<file path="config.mk">
export PLATFORM = sky130hd
export DESIGN_NAME = ahb_interconnect_dec_flat
export DESIGN_NICKNAME = d
export VERILOG_FILES = /design/src/rtl/ahb_interconnect_dec_if.sv /design/src/rtl/ahb_interconnect_dec.sv /design/src/flat_wrapper.sv
export SDC_FILE = /design/constraint.sdc
export NUM_CORES = 1
export LEC_CHECK = 0
export CAP_MARGIN = 25
export CORE_AREA = 4 4 109 111
export DETAILED_ROUTE_END_ITERATION = 8
export DIE_AREA = 0 0 113 115
export GPL_ROUTABILITY_DRIVEN = 0
export PLACE_DENSITY = 0.7
export SYNTH_ARGS = -nofsm -noshare
export SYNTH_HDL_FRONTEND = slang
export SYNTH_SLANG_ARGS = --single-unit
</file>
<file path="constraint.sdc">
create_clock -name s_clk_i -period 3.2 [get_ports s_clk_i]
set_input_delay 0.64 -clock s_clk_i [delete_from_list [all_inputs] [get_ports s_clk_i]]
set_output_delay 0.64 -clock s_clk_i [all_outputs]
set_load 0.01 [all_outputs]
</file>
<file path="src/rtl/ahb_interconnect_dec_if.sv">
`default_nettype none
// ============================================================================
//  Module   : ahb_interconnect_dec_if
//  Purpose  : Bus bundle between the AHB master, the decoder and N slaves.
//             The slave modport is the decoder's view of the bundle.
//             The master modport is the view of whatever drives the bus and
//             the slave-side returns (core plus slave models).
//  Revision : 1.0 - initial release
// ============================================================================
interface ahb_interconnect_dec_if #(
   parameter int SLAVES = 2,
   parameter int AW     = 32,
   parameter int DW     = 32,
   parameter int CW     = 7
);
   logic [AW-1:0]              s_mhaddr_i;
   logic [1:0]                 s_mhtrans_i;
   logic [SLAVES-1:0][AW-1:0]  s_sbase_i;
   logic [SLAVES-1:0][AW-1:0]  s_smask_i;
   logic [SLAVES-1:0][DW-1:0]  s_shrdata_i;
   logic [SLAVES-1:0][CW-1:0]  s_shrchecksum_i;
   logic [SLAVES-1:0]          s_shready_i;
   logic [SLAVES-1:0]          s_shresp_i;
   logic [SLAVES-1:0]          s_hsel_o;
   logic [DW-1:0]              s_shrdata_o;
   logic [CW-1:0]              s_shrchecksum_o;
   logic                       s_shready_o;
   logic                       s_shresp_o;
   logic [SLAVES-1:0]          s_timeout_o;

   modport slave (
      input  s_mhaddr_i, s_mhtrans_i, s_sbase_i, s_smask_i,
             s_shrdata_i, s_shrchecksum_i, s_shready_i, s_shresp_i,
      output s_hsel_o, s_shrdata_o, s_shrchecksum_o, s_shready_o,
             s_shresp_o, s_timeout_o
   );

   modport master (
      output s_mhaddr_i, s_mhtrans_i, s_sbase_i, s_smask_i,
             s_shrdata_i, s_shrchecksum_i, s_shready_i, s_shresp_i,
      input  s_hsel_o, s_shrdata_o, s_shrchecksum_o, s_shready_o,
             s_shresp_o, s_timeout_o
   );
endinterface
`default_nettype wire

</file>
<file path="src/rtl/ahb_interconnect_dec.sv">
`default_nettype none
// ============================================================================
//  Module   : ahb_interconnect_dec
//  Purpose  : AHB3-Lite single-master address decoder and response mux.
//             Base/mask decode with lowest-index priority. Unmapped
//             accesses hit an internal default slave that answers with a
//             two-cycle ERROR.
//             Optional watchdog (macro AHB_ICN_TIMEOUT_EN) aborts a slave
//             that stalls for TMO_CYCLES cycles and blacklists it until reset.
//  Revision : 1.0 - initial release
// ============================================================================
module ahb_interconnect_dec #(
   parameter int SLAVES     = 2,
   parameter int AW         = 32,
   parameter int DW         = 32,
   parameter int CW         = 7,
   parameter int TMO_CYCLES = 256
) (
   input wire                     s_clk_i,
   input wire                     s_resetn_i,
   ahb_interconnect_dec_if.slave  bus
);
   // Select index space: 0..SLAVES-1 are real slaves, SLAVES is the default slave.
   localparam int              SW          = $clog2(SLAVES + 1);
   localparam logic [SW-1:0]   DEFAULT_SEL = SW'(SLAVES);

   typedef enum logic [1:0] {
      ST_IDLE = 2'd0,
      ST_ERR1 = 2'd1,
      ST_ERR2 = 2'd2
   } err_state_t;

   err_state_t        state_q, state_d;
   logic              active_q, active_d;
   logic [SW-1:0]     dsel_q, dsel_d;
   logic              err_ready_q, err_ready_d;
   logic              err_resp_q, err_resp_d;
   logic [SLAVES-1:0] flag_q;

`ifdef AHB_ICN_TIMEOUT_EN
   localparam int     CNTW = $clog2(TMO_CYCLES);
   logic [CNTW-1:0]   cnt_q, cnt_d;
   logic [SLAVES-1:0] flag_d;
   logic              stall;
   logic              abort;
`else
   assign flag_q = '0;
`endif

   logic              active;
   logic [SW-1:0]     dec_idx;
   logic              dec_blocked;
   logic              sel_ready;
   logic              sel_resp;
   logic [DW-1:0]     sel_rdata;
   logic [CW-1:0]     sel_cs;
   logic              hready;
   logic              hresp;
   logic [DW-1:0]     hrdata;
   logic [CW-1:0]     hcs;
   logic              take_def;

   assign active = bus.s_mhtrans_i[1];

   // Address decode: the lowest matching window wins; a blacklisted winner falls to default.
   always_comb begin
      dec_idx     = DEFAULT_SEL;
      dec_blocked = 1'b0;
      for (int i = SLAVES - 1; i >= 0; i--) begin
         if ((bus.s_mhaddr_i & bus.s_smask_i[i]) == bus.s_sbase_i[i]) begin
            dec_idx     = SW'(i);
            dec_blocked = flag_q[i];
         end
      end
      if (dec_blocked) begin
         dec_idx = DEFAULT_SEL;
      end
   end

   generate
      for (genvar g = 0; g < SLAVES; g++) begin : g_hsel
         assign bus.s_hsel_o[g] = active && (dec_idx == SW'(g));
      end
   endgenerate

   // Pick the data-phase slave's response lines.
   always_comb begin
      sel_ready = 1'b1;
      sel_resp  = 1'b0;
      sel_rdata = '0;
      sel_cs    = '0;
      for (int i = 0; i < SLAVES; i++) begin
         if (dsel_q == SW'(i)) begin
            sel_ready = bus.s_shready_i[i];
            sel_resp  = bus.s_shresp_i[i];
            sel_rdata = bus.s_shrdata_i[i];
            sel_cs    = bus.s_shrchecksum_i[i];
         end
      end
   end

   // Response mux back to the master: idle, real slave or default-slave FSM.
   always_comb begin
      hready = 1'b1;
      hresp  = 1'b0;
      hrdata = '0;
      hcs    = '0;
      if (active_q) begin
         if (dsel_q == DEFAULT_SEL) begin
            hready = err_ready_q;
            hresp  = err_resp_q;
         end else begin
            hready = sel_ready;
            hresp  = sel_resp;
            hrdata = sel_rdata;
            hcs    = sel_cs;
         end
      end
   end

   assign bus.s_shready_o     = hready;
   assign bus.s_shresp_o      = hresp;
   assign bus.s_shrdata_o     = hrdata;
   assign bus.s_shrchecksum_o = hcs;
   assign bus.s_timeout_o     = flag_q;

   // Next-state: data-phase capture, error FSM and the optional watchdog override.
   always_comb begin
      take_def = hready && active && (dec_idx == DEFAULT_SEL);
      active_d = hready ? active  : active_q;
      dsel_d   = hready ? dec_idx : dsel_q;
      state_d  = state_q;
      case (state_q)
         ST_IDLE: if (take_def) state_d = ST_ERR1;
         ST_ERR1: state_d = ST_ERR2;
         ST_ERR2: state_d = take_def ? ST_ERR1 : ST_IDLE;
         default: state_d = ST_IDLE;
      endcase
`ifdef AHB_ICN_TIMEOUT_EN
      stall  = active_q && (dsel_q != DEFAULT_SEL) && !sel_ready;
      abort  = stall && (cnt_q == CNTW'(TMO_CYCLES - 1));
      cnt_d  = (stall && !abort) ? cnt_q + 1'b1 : '0;
      flag_d = flag_q;
      if (abort) begin
         for (int i = 0; i < SLAVES; i++) begin
            if (dsel_q == SW'(i)) flag_d[i] = 1'b1;
         end
         // Hand the stuck data phase to the default slave so the slave is ignored from now on.
         state_d = ST_ERR1;
         dsel_d  = DEFAULT_SEL;
      end
`endif
      err_ready_d = (state_d != ST_ERR1);
      err_resp_d  = (state_d != ST_IDLE);
   end

   // State registers, including registered error-FSM outputs.
   always_ff @(posedge s_clk_i or negedge s_resetn_i) begin
      if (!s_resetn_i) begin
         state_q     <= ST_IDLE;
         active_q    <= 1'b0;
         dsel_q      <= '0;
         err_ready_q <= 1'b1;
         err_resp_q  <= 1'b0;
`ifdef AHB_ICN_TIMEOUT_EN
         cnt_q       <= '0;
         flag_q      <= '0;
`endif
      end else begin
         state_q     <= state_d;
         active_q    <= active_d;
         dsel_q      <= dsel_d;
         err_ready_q <= err_ready_d;
         err_resp_q  <= err_resp_d;
`ifdef AHB_ICN_TIMEOUT_EN
         cnt_q       <= cnt_d;
         flag_q      <= flag_d;
`endif
      end
   end
endmodule
`default_nettype wire

</file>
<file path="src/flat_wrapper.sv">
// flat-port wrapper written by rule: the top's interface ports become plain ports
module ahb_interconnect_dec_flat 
#(
   parameter int SLAVES     = 2,
   parameter int AW         = 32,
   parameter int DW         = 32,
   parameter int CW         = 7,
   parameter int TMO_CYCLES = 256
)
  (s_clk_i, s_resetn_i, bus_s_mhaddr_i, bus_s_mhtrans_i, bus_s_sbase_i, bus_s_smask_i, bus_s_shrdata_i, bus_s_shrchecksum_i, bus_s_shready_i, bus_s_shresp_i, bus_s_hsel_o, bus_s_shrdata_o, bus_s_shrchecksum_o, bus_s_shready_o, bus_s_shresp_o, bus_s_timeout_o);
  ahb_interconnect_dec_if #(.SLAVES(SLAVES), .AW(AW), .DW(DW), .CW(CW)) bus_i ();
  input wire s_clk_i;
  input wire s_resetn_i;
  input wire logic [$bits(bus_i.s_mhaddr_i)-1:0] bus_s_mhaddr_i;
  input wire logic [$bits(bus_i.s_mhtrans_i)-1:0] bus_s_mhtrans_i;
  input wire logic [$bits(bus_i.s_sbase_i)-1:0] bus_s_sbase_i;
  input wire logic [$bits(bus_i.s_smask_i)-1:0] bus_s_smask_i;
  input wire logic [$bits(bus_i.s_shrdata_i)-1:0] bus_s_shrdata_i;
  input wire logic [$bits(bus_i.s_shrchecksum_i)-1:0] bus_s_shrchecksum_i;
  input wire logic [$bits(bus_i.s_shready_i)-1:0] bus_s_shready_i;
  input wire logic [$bits(bus_i.s_shresp_i)-1:0] bus_s_shresp_i;
  output wire logic [$bits(bus_i.s_hsel_o)-1:0] bus_s_hsel_o;
  output wire logic [$bits(bus_i.s_shrdata_o)-1:0] bus_s_shrdata_o;
  output wire logic [$bits(bus_i.s_shrchecksum_o)-1:0] bus_s_shrchecksum_o;
  output wire logic [$bits(bus_i.s_shready_o)-1:0] bus_s_shready_o;
  output wire logic [$bits(bus_i.s_shresp_o)-1:0] bus_s_shresp_o;
  output wire logic [$bits(bus_i.s_timeout_o)-1:0] bus_s_timeout_o;
  assign bus_i.s_mhaddr_i = bus_s_mhaddr_i;
  assign bus_i.s_mhtrans_i = bus_s_mhtrans_i;
  assign bus_i.s_sbase_i = bus_s_sbase_i;
  assign bus_i.s_smask_i = bus_s_smask_i;
  assign bus_i.s_shrdata_i = bus_s_shrdata_i;
  assign bus_i.s_shrchecksum_i = bus_s_shrchecksum_i;
  assign bus_i.s_shready_i = bus_s_shready_i;
  assign bus_i.s_shresp_i = bus_s_shresp_i;
  assign bus_s_hsel_o = bus_i.s_hsel_o;
  assign bus_s_shrdata_o = bus_i.s_shrdata_o;
  assign bus_s_shrchecksum_o = bus_i.s_shrchecksum_o;
  assign bus_s_shready_o = bus_i.s_shready_o;
  assign bus_s_shresp_o = bus_i.s_shresp_o;
  assign bus_s_timeout_o = bus_i.s_timeout_o;
  ahb_interconnect_dec #(.SLAVES(SLAVES), .AW(AW), .DW(DW), .CW(CW), .TMO_CYCLES(TMO_CYCLES)) u_core (.s_clk_i(s_clk_i), .s_resetn_i(s_resetn_i), .bus(bus_i));
endmodule
</file>
==> impl_metrics.toml <==
[outcome]
status = "finished clean"

[clock_network]
cts.clk_slew.worst_paths_ns = 0.04
clock_latency_ns = 0.23
cts_max_level = 1
cts_tree = "built"
hold_buffers = 0
cts_buffers = 3
clockBufferDepth = 2
root_buffer = "clkbuf_8"
cts_num_sinks = 7

[pwr]
combPwrFrac = 0.680
p_seq_frac = 0.143
p_total_uw = 695.0
swShare = 0.2475
powerDensity_mw_per_mm2 = 132.8
p_int_uw = 522.9
power_frac_clock = 0.176
p_leak_uw = 0.002097
net-switching-power_uw = 172.0
ir_drop_uv = 87.40

[hold_path]
holdPathStages = 1
hold_class = "register to register"
min_to = "u_core.state_q[1]"
worst_hold_startpoint = "u_core.state_q[1]"

[sta]
period_minus_slack_ns = 3.077
finalCritPeriodShare = 0.9615
fin_skew_ns = 0.002648
hold_viol_final = 0
finalMaxSlewViolations = 0
fmax_mhz = 325.0
rsz0062_at_grt = "no"
setup_violations = 0
fin_ws_ns = 0.1233

[setup_path]
rr_startpoint = "u_core.dsel_q[0]"
startpoint = "bus_s_mhaddr_i[11]"
critical_path_class = "input port to output pin"
crit_arrival_ns = 2.44
worst_setup_path_end_kind = "output pin"
rr_endpoint = "u_core.err_resp_q"
reg2reg_depth = 6
critPathMaxStageDelay_ns = 0.51
worstPathMaxFanout = 4
cp_data_required_time_ns = 2.56
cp_cell_sequence = "clkdlybuf4s50_1 -> a21boi_0 -> a211oi_2 -> buf_4 -> nand4_1 -> nor4_4 -> and3b_1 -> clkbuf_2"
rrSetupSlack_ns = 1.65
startpoint_type = "input port"
slowest_stage = "clkdlybuf4s50_1"

[finish]
multi_input_area_mm2 = 0.001913
layout.nets = 825
fillers = 1085
final_area_mm2 = 0.005235
seq_area_um2 = 177.7
drive_gt1_frac = 0.05017
syn2layout_area_growth_pct = 145.4
diodes = 0

[grt]
grtUsageTotal = 0.1641
grt_overflow = 0
grt_pass1_vias = 3617
grt_start_max_net_pins = 40
grt_pass1_wl_um = 17240
antenna_found_initial = 0

[floorplanning]
core_mm2 = 0.01079
pin_count = 291
die_x_um = 113
die-area_mm2 = 0.01300
dieHeight_um = 115
start_util = 0.1977
row_count = 38

[placement]
place_area_mm2 = 0.005176
dpl_worst_slack_ns = -0.3566
dp_hpwl_um = 10540
io_buffers = 287

[route]
vias_per_cell = 4.744
firstDrtPassIters = 4
drc = 0
drtIter0Drc = 77
vias = 3406
drt-total-wl_um = 11400
wl_per_cell_um = 15.88
postRouteAntennaNets = 0

[yosys]
ys_ff_latch = 7
synth_cells = 290
syn_area_per_cell_um2 = 7.356
yosys.area.top_type = "mux2i_1"
synth_area_mm2 = 0.002133
yosysWarnings = 0
yosysUniqueCellTypes = 34
synth.yosys.seq_area_share = 0.08270
synthTopCellsByArea = "mux2i_1 (19%), and3_1 (9.4%), a21oi_1 (7.5%)"
yosysTopAreaCellShare = 0.1877

[job]
maxCapViolCount = 0
==> how the worst max path moves through the flow <==
stage | endpoint | slack [ns] | cells after the start
after detailed placement | bus_s_hsel_o[1] | -0.36 | 7
final | bus_s_hsel_o[1] | 0.12 | 8
after CTS | bus_s_hsel_o[1] | 0.006 | 7
after global routing | bus_s_hsel_o[1] | 0.02 | 8
after global placement | bus_s_hsel_o[0] | -0.35 | 8
after floorplan | bus_s_hsel_o[1] | 0.84 | 5
==> area by class of cell <==
| class | count | area share |
|---|---|---|
| clock buffers | 4 | 0.008604 |
| inverters | 2 | 0.001434 |
| multi-input cells | 271 | 0.3654 |
| flip-flops and latches | 7 | 0.03394 |
| well taps | 140 | 0.03346 |
| repair buffers | 294 | 0.5571 |
==> flip-flops by register name, summed over array words and instances, names as in the netlist <==
register / cells
u_core.dsel_q: 2
u_core.state_q: 2
u_core.err_resp_q: 1
u_core.active_q: 1
u_core.err_ready_q: 1
==> power by group through the flow <==
| stage | Clock [uW] | Sequential (uW) | Combinational, uW |
|---|---|---|---|
| 2_1_floorplan | 0 | 99.8 | 116 |
| 3_3_place_gp | 0 | 100 | 460 |
| 3_5_place_dp | 0 | 101 | 472 |
| 4_1_cts | 126 | 99.6 | 475 |
| 5_1_grt | 132 | 101 | 510 |
| 6_report | 123 | 99.7 | 473 |
==> worst max-delay path, delay by kind of cell <==
| family | cells | cell delay, ns |
|---|---|---|
| compound gates | 2 | 0.33 |
| buf+inv | 3 | 0.78 |
| simple gates | 3 | 0.68 |
==> per-layer routing <==
metal / share of wire / global-route usage / up-vias
met3: 0.11 / 0.06789 / 20
met2: 0.53 / 0.3298 / 183
met5: 0 / 0 / -
met4: 0.027 / 0.04167 / 0
li1: - / - / 1716
met1: 0.33 / 0.1515 / 1487
==> timing repair <==
action / in CTS / in global routing
gates resized for setup: 7 / 5
setup endpoints to repair: 2 / 2
buffers inserted: 1 / 0
pin swaps: 6 / 3
endpoints found under the hold margin: 0 / 0
==> per-stage QoR <==
stage / setup TNS (ns) / util / hold slack, ns / instances
after CTS: 0 / 0.4852 / 0.4190 / 718
after global placement: -0.6762 / 0.4796 / 0.3981 / 713
final: 0 / 0.4850 / 0.4224 / 718
after global routing: 0 / 0.4850 / 0.4474 / 718
after detailed placement: -0.6695 / 0.4796 / 0.4128 / 713
after floorplan: 0 / - / 0.3444 / 291
==> cell usage after synthesis (all sizes together) <==
cell type and number:
a211oi 16, a21boi 16, a21o 16, a21oi 32
a31oi 1, and2 2, and3 32, and3b 17
buf 7, clkbuf 4, conb 1, dfrtp 6
dfstp 1, inv 2, mux2i 40, nand2b 3
nand3 16, nand3b 1, nand4 8, nor2 40
nor2b 3, nor3 1, nor3b 1, nor4 2
nor4b 1, o21ai 3, o22a 16, o31a 1
or2 1
==> layout by cell type (no fill, tap or decap), types with 2 or more instances in the layout <==
| cell type | instances |
|---|---|
| a21oi_1 | 32 |
| a21boi_0 | 15 |
| nand4_1 | 8 |
| nand3_1 | 16 |
| clkbuf_8 | 3 |
| a211oi_1 | 7 |
| and3b_1 | 16 |
| o22a_1 | 16 |
| nor2b_1 | 3 |
| buf_4 | 7 |
| clkdlybuf4s50_1 | 283 |
| inv_1 | 2 |
| o21ai_1 | 2 |
| nand2b_1 | 3 |
| dfrtp_1 | 5 |
| a21o_1 | 16 |
| clkbuf_2 | 2 |
| conb_1 | 2 |
| a211oi_2 | 9 |
| nor2_1 | 40 |
| and3_1 | 32 |
| nor4_4 | 2 |
| mux2i_1 | 40 |
==> kinds of logic after synthesis <==
| group | share of synthesized area |
|---|---|
| compound gates | 0.3396 |
| simple gates | 0.3589 |
| other cells | 0.001758 |
| mux | 0.1877 |
| flops | 0.08270 |
| buf+inv | 0.02932 |
(Power assumes the default switching activity.)
